`src/rtl/fadd_result_queue.sv`:
```
// Result capture and flow control behind the 3-stage FP adder.
// Tracks in-flight tokens, drives the adder enable and queues finished sums.
module fadd_result_queue #(
  parameter int DEPTH = 4,
  parameter int AW    = 2
) (
  input  logic          clock,
  input  logic          clrn,
  input  logic          flush,
  input  logic          in_valid,
  output logic          in_ready,
  output logic          e,
  input  logic [31:0]   s,
  output logic          out_valid,
  input  logic          out_ready,
  output logic [31:0]   out_data,
  output logic [3:0]    out_flags,
  output logic [AW:0]   count
);

  logic          v_c_q, v_c_d;
  logic          v_n_q, v_n_d;
  logic [AW:0]   wr_q, wr_d;
  logic [AW:0]   rd_q, rd_d;
  logic [35:0]   mem_q [DEPTH];
  logic          full;
  logic          pop;
  logic          push;
  logic [3:0]    flags_s;
  logic [35:0]   head;

  assign flags_s = {
    (&s[30:23]) & (|s[22:0]),
    (&s[30:23]) & ~(|s[22:0]),
    ~(|s[30:0]),
    ~(|s[30:23]) & (|s[22:0])
  };

  assign count     = wr_q - rd_q;
  assign full      = (wr_q[AW-1:0] == rd_q[AW-1:0])
                   & (wr_q[AW] != rd_q[AW]);
  assign out_valid = (wr_q != rd_q);
  assign pop       = out_valid & out_ready & ~flush;
  // Stall only when a finished result has nowhere to go.
  assign e         = flush | ~(v_n_q & full & ~pop);
  assign in_ready  = e;
  assign push      = v_n_q & e & ~flush;

  assign head      = mem_q[rd_q[AW-1:0]];
  assign out_data  = out_valid ? head[31:0]  : 32'h0;
  assign out_flags = out_valid ? head[35:32] : 4'h0;

  always_comb begin
    v_c_d = v_c_q;
    v_n_d = v_n_q;
    wr_d  = wr_q;
    rd_d  = rd_q;
    if (flush) begin
      v_c_d = 1'b0;
      v_n_d = 1'b0;
      wr_d  = '0;
      rd_d  = '0;
    end else begin
      if (e) begin
        v_c_d = in_valid;
        v_n_d = v_c_q;
      end
      if (push) wr_d = wr_q + {{AW{1'b0}}, 1'b1};
      if (pop)  rd_d = rd_q + {{AW{1'b0}}, 1'b1};
    end
  end

  always_ff @(posedge clock or negedge clrn) begin
    if (!clrn) begin
      v_c_q <= 1'b0;
      v_n_q <= 1'b0;
      wr_q  <= '0;
      rd_q  <= '0;
    end else begin
      v_c_q <= v_c_d;
      v_n_q <= v_n_d;
      wr_q  <= wr_d;
      rd_q  <= rd_d;
    end
  end

  always_ff @(posedge clock or negedge clrn) begin
    if (!clrn) begin
      for (int i = 0; i < DEPTH; i++) mem_q[i] <= '0;
    end else if (push) begin
      mem_q[wr_q[AW-1:0]] <= {flags_s, s};
    end
  end

endmodule

```
`config.mk`:
```
export PLATFORM = sky130hd
export DESIGN_NAME = fadd_result_queue
export DESIGN_NICKNAME = d
export VERILOG_FILES = /design/src/rtl/fadd_result_queue.sv
export SDC_FILE = /design/constraint.sdc
export NUM_CORES = 1
export LEC_CHECK = 0
export BUFFER_PORTS_ARGS = -buffer_cell sky130_fd_sc_hd__buf_2
export CAP_MARGIN = 20
export CORE_UTILIZATION = 25
export DETAILED_ROUTE_END_ITERATION = 10
export PLACE_DENSITY_LB_ADDON = 0.05
export SYNTH_ARGS = -nofsm -noshare
export SYNTH_HDL_FRONTEND = slang
export SYNTH_SLANG_ARGS = --single-unit
```
`constraint.sdc`:
```
create_clock -name clock -period 3.7 [get_ports clock]
set_clock_uncertainty 0.2 [all_clocks]
set_input_delay 0.74 -clock clock [delete_from_list [all_inputs] [get_ports clock]]
set_output_delay 0.74 -clock clock [all_outputs]
set_load 0.03 [all_outputs]
```
# Word-level counts from Yosys, hierarchy flattened
# Cells that the tools add are included.
# op_classes
n_addsub	3
n_mul	0
n_div	0
order_cmp	3
n_eq_ne	3
shifts	0
mux	16
bitwise_logic	19
n_reduce_logical	8
# ops
op	n
$bwmux W144	1
$mux W36	3
$bmux W36 S2	1
$demux W36 S2	1
$mux W32	1
$reduce_or A31 Y1	1
$reduce_or A23 Y1	1
$mux W3	4
$and A1 B1 Y1	10
$reduce_and A8 Y1	1
$reduce_or A8 Y1	1
$add A3 B1 Y3 const B	2
$ge A3 B3 Y1 const B	2
$not A1 Y1	6
$not A2 Y3	2
$reduce_bool A2 Y1	3
$mux W1	4
$mux W4	1
$lt A3 B1 Y1 const B	1
$ne A3 B3 Y1	1
$sub A3 B3 Y3	1
$eq A2 B2 Y1	1
$logic_and A1 B1 Y1	1
$ne A1 B1 Y1	1
$or A1 B1 Y1	1
# word_totals
reg_bits	152
latchBits	0
mem_bits_rw	0
rom_bits	0
output_inout_bits	42
wordCells	60
mem_count	0

# Longest topological paths before layout
# Gate-level depths: netlist of the first run.
# logic_depth
depth_word	11
mapped_depth	9

# Worst setup path before layout of the first run
# No wires, ideal clock.
# synth_path
path_type	register -> output
startpoint	reg rd_q[1]
endpoint	out out_data[13]
arrival_time_ps	2315
required_ps	2760
slack_ps	445
stages_incl_launch_ff	9
path_buffers	3
cell_sequence	dfrtp_1 buf_2 buf_1 inv_1 ha_1 nand2_1 nor2_1 clkbuf_1 and2b_1
# synth_between
elab_chain_len	5
word_cells_on_any_way	6
# synth_rtl
element	line	rtl
start: declaration	24	logic [AW:0] rd_q, rd_d;
start signal: assignment	83	rd_q <= rd_d;
$not A2 Y3 (not written as such)	49	assign head = mem_q[rd_q[AW-1:0]];
$bmux W36 S2	49	
$mux W36 (not written as such) (2 in a row)	49	
$mux W32 (*)	50	assign out_data = out_valid ? head[31:0] : 32'h0;
end: declaration	16	output logic [31:0] out_data,
# Mark *: on every way between the ends. The rest lies on a longest branch, timed or not. The select of a mux whose other input is x is not followed.

# Worst setup path after layout of the first run
# layout_path
startpoint	reg rd_q[1]
endpoint	out out_data[15]
# Same word-level chain as after synthesis.

==> flow_summary.yaml, run 1 <==
finish:
  stdcell_count: 947
  fin_nets: 601
  area_growth_pct: 20.0
  diodes: 0
  drive_gt1_frac: 0.515
min_path:
  hp-class: "in -> async"
floorplan:
  die_x_um: 172
  die_h_um: 172
  start_util: 0.256
  rows: 61
  die_area_sq_mm: 0.0294
  design.core.area_sq_mm: 0.0280
  io_pins: 79
routing:
  ant_nets: 0
  drt_wl_total_mm: 18.1
  first_pass_iters: 4
  wl_per_cell_um: 19.1
  viasPerCell: 4.36
  drt_iter0_drc: 122
  vias: 4130
  drc: 0
synth:
  yosysTopAreaCell: "dfrtp_1"
  yosys_warnings: 0
  synth.top_cell.area_share: 0.529
  synth.distinct_cells: 35
  synth-seq-area-share: 0.529
  synth.area.top_cells: "dfrtp_1 53%, mux2_2 18%, mux4_2 11%"
  synth_nets: 523
  synth_seq_cells: 152
  syn_inst: 478
  syn_avg_cell_area_sq_um: 15.0
  synth.cell_area_sq_mm: 0.00718
critical_path:
  crit_buf_inv: 2
  cp-end-kind: "output port"
  reg2reg_to: "mem_q[131]"
  critical_path.cell_chain: "buf_4 -> mux4_2 -> nor2b_1 -> buf_2"
  crit_type: "reg -> out"
  r2r_cells: 7
  cp.arrival_ns: 2.20
  path_max_fanout: 39
  cp-startpoint: "rd_q[1]"
  crit_family: "buffers and inverters"
  worstReg2RegStart: "wr_q[0]"
  crit_slowest_cell: "buf_4"
  max_stage_delay_ns: 0.59
  reg2reg_setup_slack_ns: 0.83
  worstPathRequired_ns: 2.76
  start_kind: "flop"
timing:
  finalSetupTns_ns: 0
  fin_crit_ns: 3.14
  hold_viol_final: 0
  max_freq_ghz: 0.318
  setup-violations-final: 0
  drv_slew: 0
  rsz0062_at_grt: "false"
  slew_headroom: 0.332
  tightestPinTransition_ns: 0.997
  period_share: 0.849
place:
  gp_congestion: 0.695
  dp_cells: 915
  io_buffers: 78
  dp_hpwl_mm: 10.9
global_route:
  grt_use_total: 0.136
  antenna_found_initial: 0
  gr-total-overflow: 0
  grt_max_degree: 76
  grt_pass1_vias: 4743
  grt_pass1_wl_mm: 29.2
cts:
  clk_path_buf_depth: 2
  clk_pin_slew_worst_paths_ns: 0.07
  cts-root-buf: "clkbuf_16"
  clock_sinks: 152
  worstSkewPairLatency_ns: 0.42
  cts_resized: 0
  postCtsSetupRepairBufs: 0
  htree_levels: 4
  cts_tree: "done"
  cts_hold_buf: 0
  cts_buffers: 17
pwr:
  pwr_density_cell_mw_per_mm2: 522
  p_leak_nw: 4.02
  ir_worst_vdd_v: 0.000278
outcome:
  status: "completed"
flow_run:
  cap_violations: 0
==> kinds of logic (layout without fill, tap and decap cells) <==
| logic type | Yosys count | in the layout | synth area share |
|---|---|---|---|
| xor+xnor | 7 | 7 | 0.00958 |
| flops | 152 | 152 | 0.529 |
| buf+inv | 36 | 127 | 0.0352 |
| compound gates | 27 | 27 | 0.0259 |
| fa+ha+maj | 8 | 8 | 0.0150 |
| mux | 167 | 167 | 0.323 |
| simple gates | 81 | 81 | 0.0620 |
==> cell usage after synthesis <==
cell type and instances:
nand4_1 2, o21ai_0 15, nor3_1 1, o31ai_1 4
mux2_2 118, buf_2 4, or4_1 2, nand2b_1 1
mux2_4 10, nor2b_1 31, nand3b_1 1, o211ai_2 4
buf_1 2, and2b_1 6, xnor2_1 2, a21o_1 1
nor2_1 9, nand3_1 1, o211ai_1 2, nor2_2 1
and4_1 1, fa_1 1, xor2_1 4, mux4_2 36
buf_6 12, nor4_1 5, dfrtp_1 152, nand2_1 20
xnor2_2 1, clkbuf_1 5, mux2i_1 3, buf_4 6
a211o_1 1, inv_1 7, ha_1 7
==> cell usage in the layout, fill, tap and decap left out, drive strengths merged <==
master and instances:
dfrtp 152, mux2 128, buf 88, mux4 36, nor2b 31, nand2 20, clkbuf 17, o21ai 15
inv 14, nor2 10, ha 7, and2b 6, o211ai 6, nor4 5, xor2 4, o31ai 4
clkinvlp 4, mux2i 3, xnor2 3, clkinv 3, nand4 2, or4 2, nand3b 1, nor3 1
and4 1, nand3 1, a21o 1, nand2b 1, a211o 1, fa 1, bufinv 1
==> final cells by class <==
cell class,instances,area [sq um]
Fill cell,2819,19400
Tap cell,378,473
Sequential cell,152,3810
Timing Repair Buffer,88,559
Clock inverter,15,160
Inverter,7,26.3
Multi-Input combinational cell,290,3170
Clock buffer,17,425
==> registers in the layout (all words and copies together), names as in the netlist <==
register / cells
rd_q: 3
v_n_q: 1
mem_q: 144
v_c_q: 1
wr_q: 3
==> power breakdown <==
group / switching (mW) / internal [mW] / total [mW]
registers: 0.0847 / 1.83 / 1.91
logic: 0.433 / 0.415 / 0.848
clock network: 0.787 / 0.953 / 1.74
total: 1.30 / 3.20 / 4.50
==> layer usage <==
layer  part of all wire  GRT usage  wire [um]  up-vias
met3              0.028     0.0265        511       13
met1               0.47      0.180       8510     2168
met4              0.011     0.0373        201        0
met2               0.49      0.224       8860       60
li1                   -          -          -     1889
met5                  0          0          0        -
==> worst max path at each step <==
stage / to / cells after the start
floorplan: out_data[13] / 8
global placement: mem_q[109] / 6
detailed placement: mem_q[131] / 6
CTS: out_data[16] / 4
global route: out_data[15] / 7
finish: out_data[15] / 4
==> through the flow <==
step	hold slack, ns	instance area (sq um)	total power [mW]	setup slack [ns]	util
3_3_place_gp	0.256	8040	2.81	0.710	0.287
5_1_grt	0.217	8620	4.74	0.423	0.308
3_5_place_dp	0.266	8040	2.82	0.669	0.287
6_report	0.141	8620	4.50	0.559	0.308
2_1_floorplan	0.243	7180	2.51	0.445	-
4_1_cts	0.185	8620	4.59	0.482	0.308
No activity file was read; power rests on OpenSTA's default activity.
==> run 2, diff against run 1 <==
- clock period: 3.7 -> 2.76 ns (I/O delays scaled with it)
==> flow_summary.yaml, run 2 (synthesis gave the netlist of run 1 again) <==
global_route:
  grt_use_total: 0.140
  gr-total-overflow: 0
  grt_max_degree: 49
  grt_pass1_wl_mm: 29.6
  antenna_found_initial: 0
  grt_pass1_vias: 4843
finish:
  area_growth_pct: 30.0
  finish.utilization: 0.333
  fin_nets: 630
  diodes: 0
  fillers: 2768
  fin_area_sq_mm: 0.00934
  largest_register_ffs: 144
  reg.largest.list: "mem_q: 144 flops, rd_q: 3 flops, wr_q: 3 flops"
  final_common_cell: "dfrtp_1"
  top_register: "mem_q"
  final_cell_mix: "150 x dfrtp_1, 118 x mux2_2, 45 x buf_2"
  drive_gt1_frac: 0.570
pwr:
  pwr_density_cell_mw_per_mm2: 700
  p_leak_nw: 4.32
  power_mw: 6.54
  ir_worst_vdd_v: 0.000377
outcome:
  status: "finished, violations left"
  failed_checks: "setup timing"
critical_path:
  crit_buf_inv: 2
  crit_slowest_cell: "mux4_2"
  max_stage_delay_ns: 0.57
  crit_family: "multiplexers"
  critical_path.cell_chain: "buf_12 -> mux4_2 -> nor2b_1 -> buf_4"
  worstReg2RegStart: "rd_q[0]"
  cp-startpoint: "rd_q[0]"
  cp-end-kind: "output port"
  reg2reg_setup_slack_ns: 0.36
  crit_type: "reg -> out"
  worstPathRequired_ns: 2.01
  path_max_fanout: 17
  cp.arrival_ns: 2.05
  start_kind: "flop"
routing:
  wl_per_cell_um: 19.8
  drc: 0
  viasPerCell: 4.48
  ant_nets: 0
  drt_wl_total_mm: 19.3
  drt_iter0_drc: 155
  vias: 4369
  first_pass_iters: 4
timing:
  hold_viol_final: 0
  slew_headroom: 0.695
  max_freq_ghz: 0.357
  fin_crit_ns: 2.80
  rsz0062_at_grt: "true"
  whs_ns: 0.180
  drv_slew: 0
  setup-violations-final: 3
  fin_ws_ns: -0.0417
  period_share: 1.02
  tightestPinTransition_ns: 0.453
cts:
  worstSkewPairLatency_ns: 0.43
  clock_sinks: 152
  cts_buffers: 17
  cts_tree: "done"
  clk_path_buf_depth: 2
  clk_pin_slew_worst_paths_ns: 0.07
  cts-root-buf: "clkbuf_16"
  htree_levels: 4
floorplan:
  die_area_sq_mm: 0.0294
  io_pins: 79
  start_util: 0.256
  die_h_um: 172
  design.core.area_sq_mm: 0.0280
  rows: 61
  die_x_um: 172
place:
  dp_hpwl_mm: 11.5
  io_buffers: 78
  placed_area_sq_mm: 0.00814
  gp_congestion: 0.683
min_path:
  hp-class: "in -> reg"
  hp-start: "in_valid"
flow_run:
  cap_violations: 0
==> run 2: report_power, final <==
group	leakage, nW	internal [mW]	switching [mW]	total, mW
Sequential	2.03	2.45	0.115	2.57
Clock	0.293	1.46	0.987	2.45
Combinational	1.99	0.823	0.697	1.52
==> run 2: per-layer routing <==
layer | part of all wire | vias to the layer above | track usage
li1 | - | 1960 | -
met1 | 0.47 | 2331 | 0.185
met2 | 0.49 | 67 | 0.235
met3 | 0.024 | 11 | 0.0253
met4 | 0.0093 | 0 | 0.0373
met5 | 0 | - | 0
==> run 2: worst reg2reg max path, stage by stage, from the launching register on <==
cell      delay (ns)
dfrtp_2         0.49
ha_4            0.31
buf_4           0.11
nand3b_1        0.08
buf_6           0.16
o211ai_4        0.20
buf_4           0.34
mux2_2          0.39
==> run 2: final timing paths <==
path,endpoint,cells after the start
worst max register to register,mem_q[112],7
worst min-delay path,v_c_q,3
min in group asynchronous,mem_q[99],2
max in group asynchronous,mem_q[38],3
worst max-delay path,out_flags[2],4
worst min register to register,mem_q[141],2
==> run 2: area by class of cell <==
type,count,area [sq um],share of cell area
flip-flops and latches,152,3810,0.408
multi-input cells,290,3320,0.355
repair buffers,117,1100,0.118
well taps,378,473,0.0506
clock buffers,20,447,0.0478
clock inverters,12,165,0.0177
inverters,7,26.3,0.00281
==> run 2: what timing repair did <==
| item | 4_1_cts | 5_1_grt |
|---|---|---|
| hold buffers | 1 | 0 |
| cloned | 3 | 1 |
| resized for setup | 64 | 34 |
| pin swaps | 3 | 1 |
| endpoints found under the hold margin | 40 | 0 |
| buffers inserted | 13 | 3 |
| endpoints found under the setup margin | 32 | 40 |
==> run 2: metrics by stage <==
stage | setup TNS [ns] | cells | setup WS [ns]
2_1_floorplan | -0.212 | 478 | -0.0530
3_5_place_dp | 0 | 924 | 0.246
3_3_place_gp | 0 | 924 | 0.321
5_1_grt | -2.03 | 976 | -0.119
4_1_cts | -0.673 | 973 | -0.0631
6_report | -0.0619 | 976 | -0.0417
